`src/rtl/debug_trace_unit_if.sv`:
```
// Debug trace port bundle: config write, SNN taps, sample/readout strobes
// and the debug output, trace_done and trace_count results.
interface debug_trace_unit_if #(
  parameter int NUM_CH = 10,
  parameter int DATA_W = 8,
  parameter int DEPTH  = 16
);
  localparam int CW = $clog2(DEPTH) + 1;

  logic                     en;
  logic [7:0]               debug_config_in;
  logic [NUM_CH*DATA_W-1:0] membrane_potentials;
  logic [DATA_W-1:0]        output_spikes_layer1;
  logic                     sample_valid;
  logic                     rd_en;
  logic [DATA_W-1:0]        debug_select;
  logic                     trace_done;
  logic [CW-1:0]            trace_count;

  modport master (
    output en, debug_config_in, membrane_potentials,
    output output_spikes_layer1, sample_valid, rd_en,
    input  debug_select, trace_done, trace_count
  );

  modport slave (
    input  en, debug_config_in, membrane_potentials,
    input  output_spikes_layer1, sample_valid, rd_en,
    output debug_select, trace_done, trace_count
  );
endinterface

```
`src/rtl/debug_trace_unit.sv`:
```
// SNN debug observer: live/freeze source mux plus a triggered trace buffer.
// Ports: clk, rst (async high), dbg (slave modport of debug_trace_unit_if).
module debug_trace_unit #(
  parameter int NUM_CH = 10,
  parameter int DATA_W = 8,
  parameter int DEPTH  = 16
) (
  input  logic           clk,
  input  logic           rst,
  debug_trace_unit_if.slave dbg
);
  localparam int AW = $clog2(DEPTH);
  localparam int CW = AW + 1;

  typedef enum logic [1:0] {
    IDLE, ARMED, CAPTURE, DONE
  } state_t;

  typedef enum logic [1:0] {
    M_LIVE   = 2'b00,
    M_FREEZE = 2'b01,
    M_TRIG   = 2'b10,
    M_IMM    = 2'b11
  } mode_t;

  state_t            state_q, state_d;
  logic [7:0]        cfg_q, cfg_d;
  logic [AW-1:0]     wr_q, wr_d;
  logic [AW-1:0]     rd_q, rd_d;
  logic [CW-1:0]     cnt_q, cnt_d;
  logic [DATA_W-1:0] dsel_q, dsel_d;

  logic [DATA_W-1:0] trace_mem [DEPTH];
  logic [DATA_W-1:0] mux;
  logic [DATA_W-1:0] mem_rd;
  logic [AW-1:0]     rd_addr;
  logic              we;
  mode_t             mode;
  logic [5:0]        idx;

  assign idx  = cfg_q[5:0];
  assign mode = mode_t'(cfg_q[7:6]);

  // Indices past the last channel select the spike vector.
  always_comb begin
    mux = dbg.output_spikes_layer1;
    for (int i = 0; i < NUM_CH; i++) begin
      if (idx == 6'(i)) begin
        mux = dbg.membrane_potentials[i*DATA_W +: DATA_W];
      end
    end
  end

  // Single read port: buf[0] on DONE entry, buf[rd+1] while reading out.
  assign rd_addr = (state_q == DONE) ? rd_q + 1'b1 : '0;
  assign mem_rd  = trace_mem[rd_addr];

  always_comb begin
    state_d = state_q;
    cfg_d   = cfg_q;
    wr_d    = wr_q;
    rd_d    = rd_q;
    cnt_d   = cnt_q;
    dsel_d  = dsel_q;
    we      = 1'b0;

    if (state_q == DONE) begin
      if (dbg.rd_en && !dbg.en) begin
        rd_d   = rd_q + 1'b1;
        dsel_d = mem_rd;
      end
    end else if (mode != M_FREEZE) begin
      dsel_d = mux;
    end

    // A config write always wins over a same-cycle sample.
    if (dbg.en) begin
      cfg_d = dbg.debug_config_in;
      wr_d  = '0;
      rd_d  = '0;
      cnt_d = '0;
      unique case (dbg.debug_config_in[7:6])
        M_TRIG:  state_d = ARMED;
        M_IMM:   state_d = CAPTURE;
        default: state_d = IDLE;
      endcase
    end else begin
      unique case (state_q)
        ARMED: begin
          if (dbg.sample_valid && |dbg.output_spikes_layer1) begin
            we      = 1'b1;
            wr_d    = wr_q + 1'b1;
            cnt_d   = CW'(1);
            state_d = CAPTURE;
          end
        end
        CAPTURE: begin
          if (dbg.sample_valid) begin
            we    = 1'b1;
            wr_d  = wr_q + 1'b1;
            cnt_d = cnt_q + 1'b1;
            if (cnt_q == CW'(DEPTH - 1)) begin
              state_d = DONE;
              rd_d    = '0;
              dsel_d  = mem_rd;
            end
          end
        end
        default: ;
      endcase
    end
  end

  always_ff @(posedge clk or posedge rst) begin
    if (rst) begin
      state_q <= IDLE;
      cfg_q   <= '0;
      wr_q    <= '0;
      rd_q    <= '0;
      cnt_q   <= '0;
      dsel_q  <= '0;
    end else begin
      state_q <= state_d;
      cfg_q   <= cfg_d;
      wr_q    <= wr_d;
      rd_q    <= rd_d;
      cnt_q   <= cnt_d;
      dsel_q  <= dsel_d;
    end
  end

  always_ff @(posedge clk) begin
    if (we) begin
      trace_mem[wr_q] <= mux;
    end
  end

  assign dbg.debug_select = dsel_q;
  assign dbg.trace_done   = (state_q == DONE);
  assign dbg.trace_count  = cnt_q;
endmodule

```
`src/flat_wrapper.sv`:
```
// flat-port wrapper written by rule: the top's interface ports become plain ports
module debug_trace_unit_flat 
#(
  parameter int NUM_CH = 10,
  parameter int DATA_W = 8,
  parameter int DEPTH  = 16
)
  (clk, rst, dbg_en, dbg_debug_config_in, dbg_membrane_potentials, dbg_output_spikes_layer1, dbg_sample_valid, dbg_rd_en, dbg_debug_select, dbg_trace_done, dbg_trace_count);
  debug_trace_unit_if #(.NUM_CH(NUM_CH), .DATA_W(DATA_W), .DEPTH(DEPTH)) dbg_i ();
  input  logic clk;
  input  logic rst;
  input wire logic [$bits(dbg_i.en)-1:0] dbg_en;
  input wire logic [$bits(dbg_i.debug_config_in)-1:0] dbg_debug_config_in;
  input wire logic [$bits(dbg_i.membrane_potentials)-1:0] dbg_membrane_potentials;
  input wire logic [$bits(dbg_i.output_spikes_layer1)-1:0] dbg_output_spikes_layer1;
  input wire logic [$bits(dbg_i.sample_valid)-1:0] dbg_sample_valid;
  input wire logic [$bits(dbg_i.rd_en)-1:0] dbg_rd_en;
  output wire logic [$bits(dbg_i.debug_select)-1:0] dbg_debug_select;
  output wire logic [$bits(dbg_i.trace_done)-1:0] dbg_trace_done;
  output wire logic [$bits(dbg_i.trace_count)-1:0] dbg_trace_count;
  assign dbg_i.en = dbg_en;
  assign dbg_i.debug_config_in = dbg_debug_config_in;
  assign dbg_i.membrane_potentials = dbg_membrane_potentials;
  assign dbg_i.output_spikes_layer1 = dbg_output_spikes_layer1;
  assign dbg_i.sample_valid = dbg_sample_valid;
  assign dbg_i.rd_en = dbg_rd_en;
  assign dbg_debug_select = dbg_i.debug_select;
  assign dbg_trace_done = dbg_i.trace_done;
  assign dbg_trace_count = dbg_i.trace_count;
  debug_trace_unit #(.NUM_CH(NUM_CH), .DATA_W(DATA_W), .DEPTH(DEPTH)) u_core (.clk(clk), .rst(rst), .dbg(dbg_i));
endmodule
```
`config.mk`:
```
export PLATFORM = sky130hd
export DESIGN_NAME = debug_trace_unit_flat
export DESIGN_NICKNAME = d
export VERILOG_FILES = /design/src/rtl/debug_trace_unit_if.sv /design/src/rtl/debug_trace_unit.sv /design/src/flat_wrapper.sv
export SDC_FILE = /design/constraint.sdc
export NUM_CORES = 1
export LEC_CHECK = 0
export BUFFER_PORTS_ARGS = -buffer_cell sky130_fd_sc_hd__buf_4
export CAP_MARGIN = 20
export CORE_MARGIN = 2
export CORE_UTILIZATION = 57
export CTS_CLUSTER_DIAMETER = 150
export CTS_CLUSTER_SIZE = 12
export DETAILED_ROUTE_END_ITERATION = 10
export PLACE_DENSITY = 0.8
export SLEW_MARGIN = 25
export SYNTH_ARGS = -nofsm -noshare
export SYNTH_HDL_FRONTEND = slang
export SYNTH_SLANG_ARGS = --single-unit
```
`constraint.sdc`:
```
create_clock -name clk -period 3.45 [get_ports clk]
set_input_delay 0 -clock clk [delete_from_list [all_inputs] [get_ports clk]]
set_output_delay 0 -clock clk [all_outputs]
set_load 0.01 [all_outputs]
```
== Word level (Yosys, flattened, before mapping) ==
Memories as Yosys holds them, arrays and structs flattened.
Index checks and enable logic that the tools add are counted.
W data, S select, Z words.
Word-level totals
  bits in registers: 31
  bits in latches: 0
  RAM bits: 128
  memory bits (read-only): 0
  bits of input ports: 101
  output and inout bits: 14
  word-level logic and storage cells: 81
  memories: 1
Memories
  u_core.trace_mem: depth 16, width 8, read ports 1, clocked after memory_dff 0, wr ports 1, line debug_trace_unit.sv:33  | logic [DATA_W-1:0] trace_mem [DEPTH];
Operators by class
  add/subtract/negate cells: 3
  $mul: 0
  div/mod/pow operators: 0
  $lt $le $gt $ge: 0
  equality and inequality tests: 19
  shift operators: 0
  multiplexer cells: 44
  bitwise logic cells: 0
  reduce and logical (&&, ||, !) cells: 8
Operators with widths (count)
  $mux W8: 17
  $mux W4: 10
  $eq A6 B3 Y1 const B: 4
  $mux W5: 3
  $eq A6 B2 Y1 const B: 2
  $eq A6 B4 Y1 const B: 2
  $pmux W5 S2: 1
  $add A4 B1 Y4 const B: 2
  $eq A2 B2 Y1 const B: 4
  $mux W2: 4
  $pmux W2 S2: 2
  $pmux W4 S2: 1
  $reduce_or A8 Y1: 1
  $eq A6 B1 Y1 const B: 1
  $logic_not A6 Y1: 1
  $ne A3 B2 Y1 const B: 2
  $add A5 B1 Y5 const B: 1
  $eq A5 B4 Y1 const B: 1
  $mux W1: 5
  $reduce_and A4 Y1: 1
  $ne A3 B3 Y1 const B: 1
  $reduce_and A3 Y1: 1
  $reduce_bool A3 Y1: 1
  $eq A2 B1 Y1 const B: 1
  4 further kinds: 5

== Depth between registers and ports, before layout ==
  word-level depth: 17
  depth in mapped cells: 10
  mapped depth without buffers: 9

== Least setup slack after synthesis ==
OpenSTA, ideal clock, no wires.
  path kind: reg2reg
  start: reg u_core.state_q[0]
  end: reg u_core.dsel_q[3] (netlist: u_core.dbg.debug_select[3])
  data arrival time: 2.411 ns
  required time: 3.311 ns
  path slack: 0.901 ns
  cell stages (with the launch flop): 8
  path buffers: 2
  period minus slack after synthesis: 2.549 ns
  path through: dfrtp_1 > ha_1 > clkbuf_1 > nand2b_1 > clkbuf_1 > mux4_2 > a22o_1 > or4b_1
On the way
  cells in the longest elaborated chain, start to end: 9
  elaborated cells on any way between the ends: 10
  those cells by class: 2 x eq/ne; 7 x mux; 1 x memory
Ends and longest elaborated chain
  start, declared: line debug_trace_unit.sv:26  | state_t state_q, state_d;
  start signal, assigned: line debug_trace_unit.sv:123  | state_q <= state_d;
  $eq A2 B2 Y1 (*)
  net dbg_trace_done: line flat_wrapper.sv:19  | output wire logic [$bits(dbg_i.trace_done)-1:0] dbg_trace_done;
  $mux W4: line debug_trace_unit.sv:55  | assign rd_addr = (state_q == DONE) ? rd_q + 1'b1 : '0;
  $mem_v2 Z16 W8
  $mux W8: line debug_trace_unit.sv:68  | if (dbg.rd_en && !dbg.en) begin
  $mux W8: line debug_trace_unit.sv:67  | if (state_q == DONE) begin
  $mux W8: line debug_trace_unit.sv:102  | if (cnt_q == CW'(DEPTH - 1)) begin
  $mux W8: line debug_trace_unit.sv:98  | if (dbg.sample_valid) begin
  $mux W8: line debug_trace_unit.sv:88  | unique case (state_q)
  $mux W8 (*): line debug_trace_unit.sv:77  | if (dbg.en) begin
  net u_core.dsel_d[3]: line debug_trace_unit.sv:31  | logic [DATA_W-1:0] dsel_q, dsel_d;
  end signal, assigned: line debug_trace_unit.sv:128  | dsel_q <= dsel_d;
  end, declared: line debug_trace_unit.sv:31
The timed path passes the listed nets; every way through them passes the cells marked *.
A chain may end at the register's enable or synchronous reset.

== Worst setup path after layout ==
  start: reg u_core.rd_q[0]
  end: reg u_core.dsel_q[3] (netlist: u_core.dbg.debug_select[3])
On the way
  cells in the longest elaborated chain, start to end: 9
Ends and longest elaborated chain
  start, declared: line debug_trace_unit.sv:29  | logic [AW-1:0] rd_q, rd_d;
  start signal, assigned: line debug_trace_unit.sv:126  | rd_q <= rd_d;
  $add A4 B1 Y4 (*): line debug_trace_unit.sv:55
  $mux W4 (*): line debug_trace_unit.sv:55
  $mem_v2 Z16 W8 (*)
  $mux W8: line debug_trace_unit.sv:68
  $mux W8: line debug_trace_unit.sv:67
  $mux W8: line debug_trace_unit.sv:102
  $mux W8: line debug_trace_unit.sv:98
  $mux W8: line debug_trace_unit.sv:88
  $mux W8 (*): line debug_trace_unit.sv:77
  net u_core.dsel_d[3]: line debug_trace_unit.sv:31
Marks and branches as above.

==> metrics <==
CP max stage cell=or4b_1; Row Count=42; flop-to-flop setup slack=0.61 ns; Synth Instances=550; layout net count=807; Crit Path Max Fanout=22; Clock Sinks=159; Primary FF master, synth=edfxtp_1; worst-case clock buffer depth=2; CTS resizes=0; CTS tree=yes; Clock Skews=0.00858 ns; power density over the cells=492 nW/um^2; global route total overflow=0; Total Routed Length=20300 um; grt peak-use layer=met2; PnR Total Power=4700 uW; via count=5527; Avg Cell Area, Syn=13.9 um^2; kind of critical path=reg2reg; die width=120 um; hold path start=dbg_membrane_potentials[71]; GP Congestion=0.872; RSZ-0062 raised after global routing=no; Post-Syn Area=7620 um^2; Diodes inserted=0; Post-synth top cells=edfxtp_1, nand2_1, nor2_1; post-DR wirelength/cell=23.0 um; hold depth=4; Iteration-0 DRC Markers=424; Crit Reg-Reg Startpoint=u_core.rd_q[0]; initial antenna violation count=0; outcome=finished clean; Crit. End Element=flop; GRT Util Overall=29.5%; post-route worst setup slack=0.607 ns; Worst Hold Class=in2reg; worst-margin pin slew=0.821 ns; Synth async-reset ratio=19.5%; Port Buffers=114; io pins=115; Starting Density=58.0%; sequential share of the synthesized area=60.6%; max-slew violation count=0; final hold vios=0; Synth Register Bits=159; Layout fillers=834; Max-Cap Viols=0; Layout Area Growth over Synthesis=25.2%; GR Util met1=34.6%; first-pass GRT wire length=31200 um; count leader, synth=edfxtp_1; number of synthesized flops with an enable pin=128; cells on worst reg2reg path=7; Synth area leaders=edfxtp_1, mux4_2, dfrtp_1; Tcrit/Tclk final=82.4%; count of different cell masters after synthesis=60; vias per inst=6.25; CP max stage delay=0.49 ns; Hold Path End=u_core.dbg.debug_select[7]; Num CTS Buffers=17; Pleak=0.00358 uW; largest net degree at the start of global routing=28; TNS Setup=0 ns; vias in the first global route=5577; fraction of layout cells with a size suffix above 1=32.2%; required time worst endpoint=3.74 ns; Die ar.=14300 um^2; # H-tree levels=4; Min Clock Period, post-route=2.84 ns; post-CTS setup buffer count=0; Antenna Nets Post-Route=0; DRC=0; HPWL Detailed=14300 um; Core ar.=13100 um^2; GR met2 Demand/Resource=50.1%; Max Freq=352 MHz; Max IR drop VDD=0.405 mV; Worst EP arrival=3.13 ns; height of the die=120 um; Worst-path clk slew=0.06 ns; crit path cell chain=ha_1 > xor2_1 > and2_1 > buf_4 > mux4_2 > a22o_1 > or4b_1; Worst slew margin=45.3%; Clock Latency Late Sink=0.42 ns; Worst R2R End=u_core.dbg.debug_select[3]; post-synth net total=661; dpl ws=0.627 ns; critical path launch point type=flop; DRT Pass-1 Iters=5; # setup viols final=0; largest area contributor in the netlist=edfxtp_1; Yosys top cell area share=50.4%; met3 Use GR=7.32%; Root Buffer=clkbuf_16; Yosys warning count=0
-- per-layer routing --
layer / share of wire (%) / wire, um
met3: 8.2 / 1670
met1: 36 / 7410
met5: 0 / 0
met4: 4.4 / 900
met2: 51 / 10300
-- critical path, delay by kind of cell, from the launching register on --
family	cells	cell delay (ns)
AND/OR/NAND/NOR	2	0.73
flip-flops	1	0.41
multiplexers	1	0.38
buffers and inverters	1	0.36
XOR/XNOR	1	0.35
adder cells (fa/ha/maj)	1	0.24
AO/OA/AOI/OAI	1	0.24
-- through the flow --
| step | util [%] | cell area (um^2) | hold slack [ns] | cells |
|---|---|---|---|---|
| after CTS | 72.6 | 9530 | 0.0208 | 885 |
| after global routing | 72.6 | 9540 | 0.0647 | 885 |
| after global placement | 67.0 | 8800 | -0.0557 | 840 |
| after floorplan | - | 7620 | 0.104 | 550 |
| final | 72.6 | 9540 | 0.0464 | 885 |
| after detailed placement | 67.0 | 8800 | -0.0561 | 840 |
-- worst max path at each step --
stage	startpoint	to	slack, ns
2_1_floorplan	u_core.state_q[0]	u_core.dbg.debug_select[3]	0.90
3_3_place_gp	u_core.cfg_q[0]	u_core.dbg.debug_select[6]	0.72
3_5_place_dp	u_core.cfg_q[0]	u_core.dbg.debug_select[6]	0.63
4_1_cts	u_core.rd_q[0]	u_core.dbg.debug_select[3]	0.62
5_1_grt	u_core.cfg_q[0]	u_core.dbg.debug_select[6]	0.41
6_report	u_core.rd_q[0]	u_core.dbg.debug_select[3]	0.61
-- cell usage in the layout, fill, tap and decap left out, types with 4 or more instances in the layout --
cell type      count
buf_4            144
edfxtp_1         128
nand2_1           50
nor2_1            40
mux4_2            35
dfrtp_1           31
a21oi_1           24
clkbuf_16         17
o21ai_0           16
mux2_2            15
inv_1             13
mux2i_1           13
dlygate4sd3_1     13
nand2b_1          12
a22oi_1           10
ha_1              10
nand3_1            9
nor3_1             9
a21o_1             6
a22o_1             6
xor2_1             5
a31oi_1            5
o2111ai_1          5
nand4_1            5
nor3b_1            4
nor2b_1            4
and2_1             4
a2bb2oi_1          4
o22ai_1            4
o221ai_1           4
clkbuf_1           4
bufinv_16          4
-- flip-flops by register name, indices dropped and copies added (netlist names) --
| signal | flops |
|---|---|
| u_core.rd_q | 4 |
| u_core.state_q | 2 |
| u_core.wr_q | 4 |
| u_core.dbg.trace_count | 5 |
| u_core.dbg.debug_select | 8 |
| u_core.cfg_q | 8 |
| u_core.trace_mem | 128 |
-- power breakdown --
| part | internal, uW | switching (uW) | leakage, uW | total (uW) |
|---|---|---|---|---|
| combinational | 262 | 282 | 0.00175 | 544 |
| clock | 1210 | 718 | 0.000285 | 1930 |
| sequential | 2170 | 61.4 | 0.00155 | 2230 |
| total | 3640 | 1060 | 0.00358 | 4700 |
-- cell type report --
cell class | count | area [um^2] | share of cell area [%]
clock inverter | 11 | 165 | 1.73
multi-input combinational | 348 | 2840 | 29.7
timing repair buffer | 157 | 1210 | 12.7
clock buffer | 21 | 440 | 4.62
sequential | 159 | 4620 | 48.4
tap | 176 | 220 | 2.31
inverter | 13 | 48.8 | 0.511
-- what timing repair did --
action	CTS	global route
setup endpoints to repair	0	0
hold buffers	13	0
hold endpoints to repair	55	0
-- logic make-up after synthesis --
family	after synthesis	synth area share (%)
buffers and inverters	43	2.43
adder cells (fa/ha/maj)	10	1.64
multiplexers	63	14.3
XOR/XNOR	8	0.919
flip-flops	159	60.6
AO/OA/AOI/OAI	111	10.1
AND/OR/NAND/NOR	156	10.1
Power figures use the tool's default switching activity.
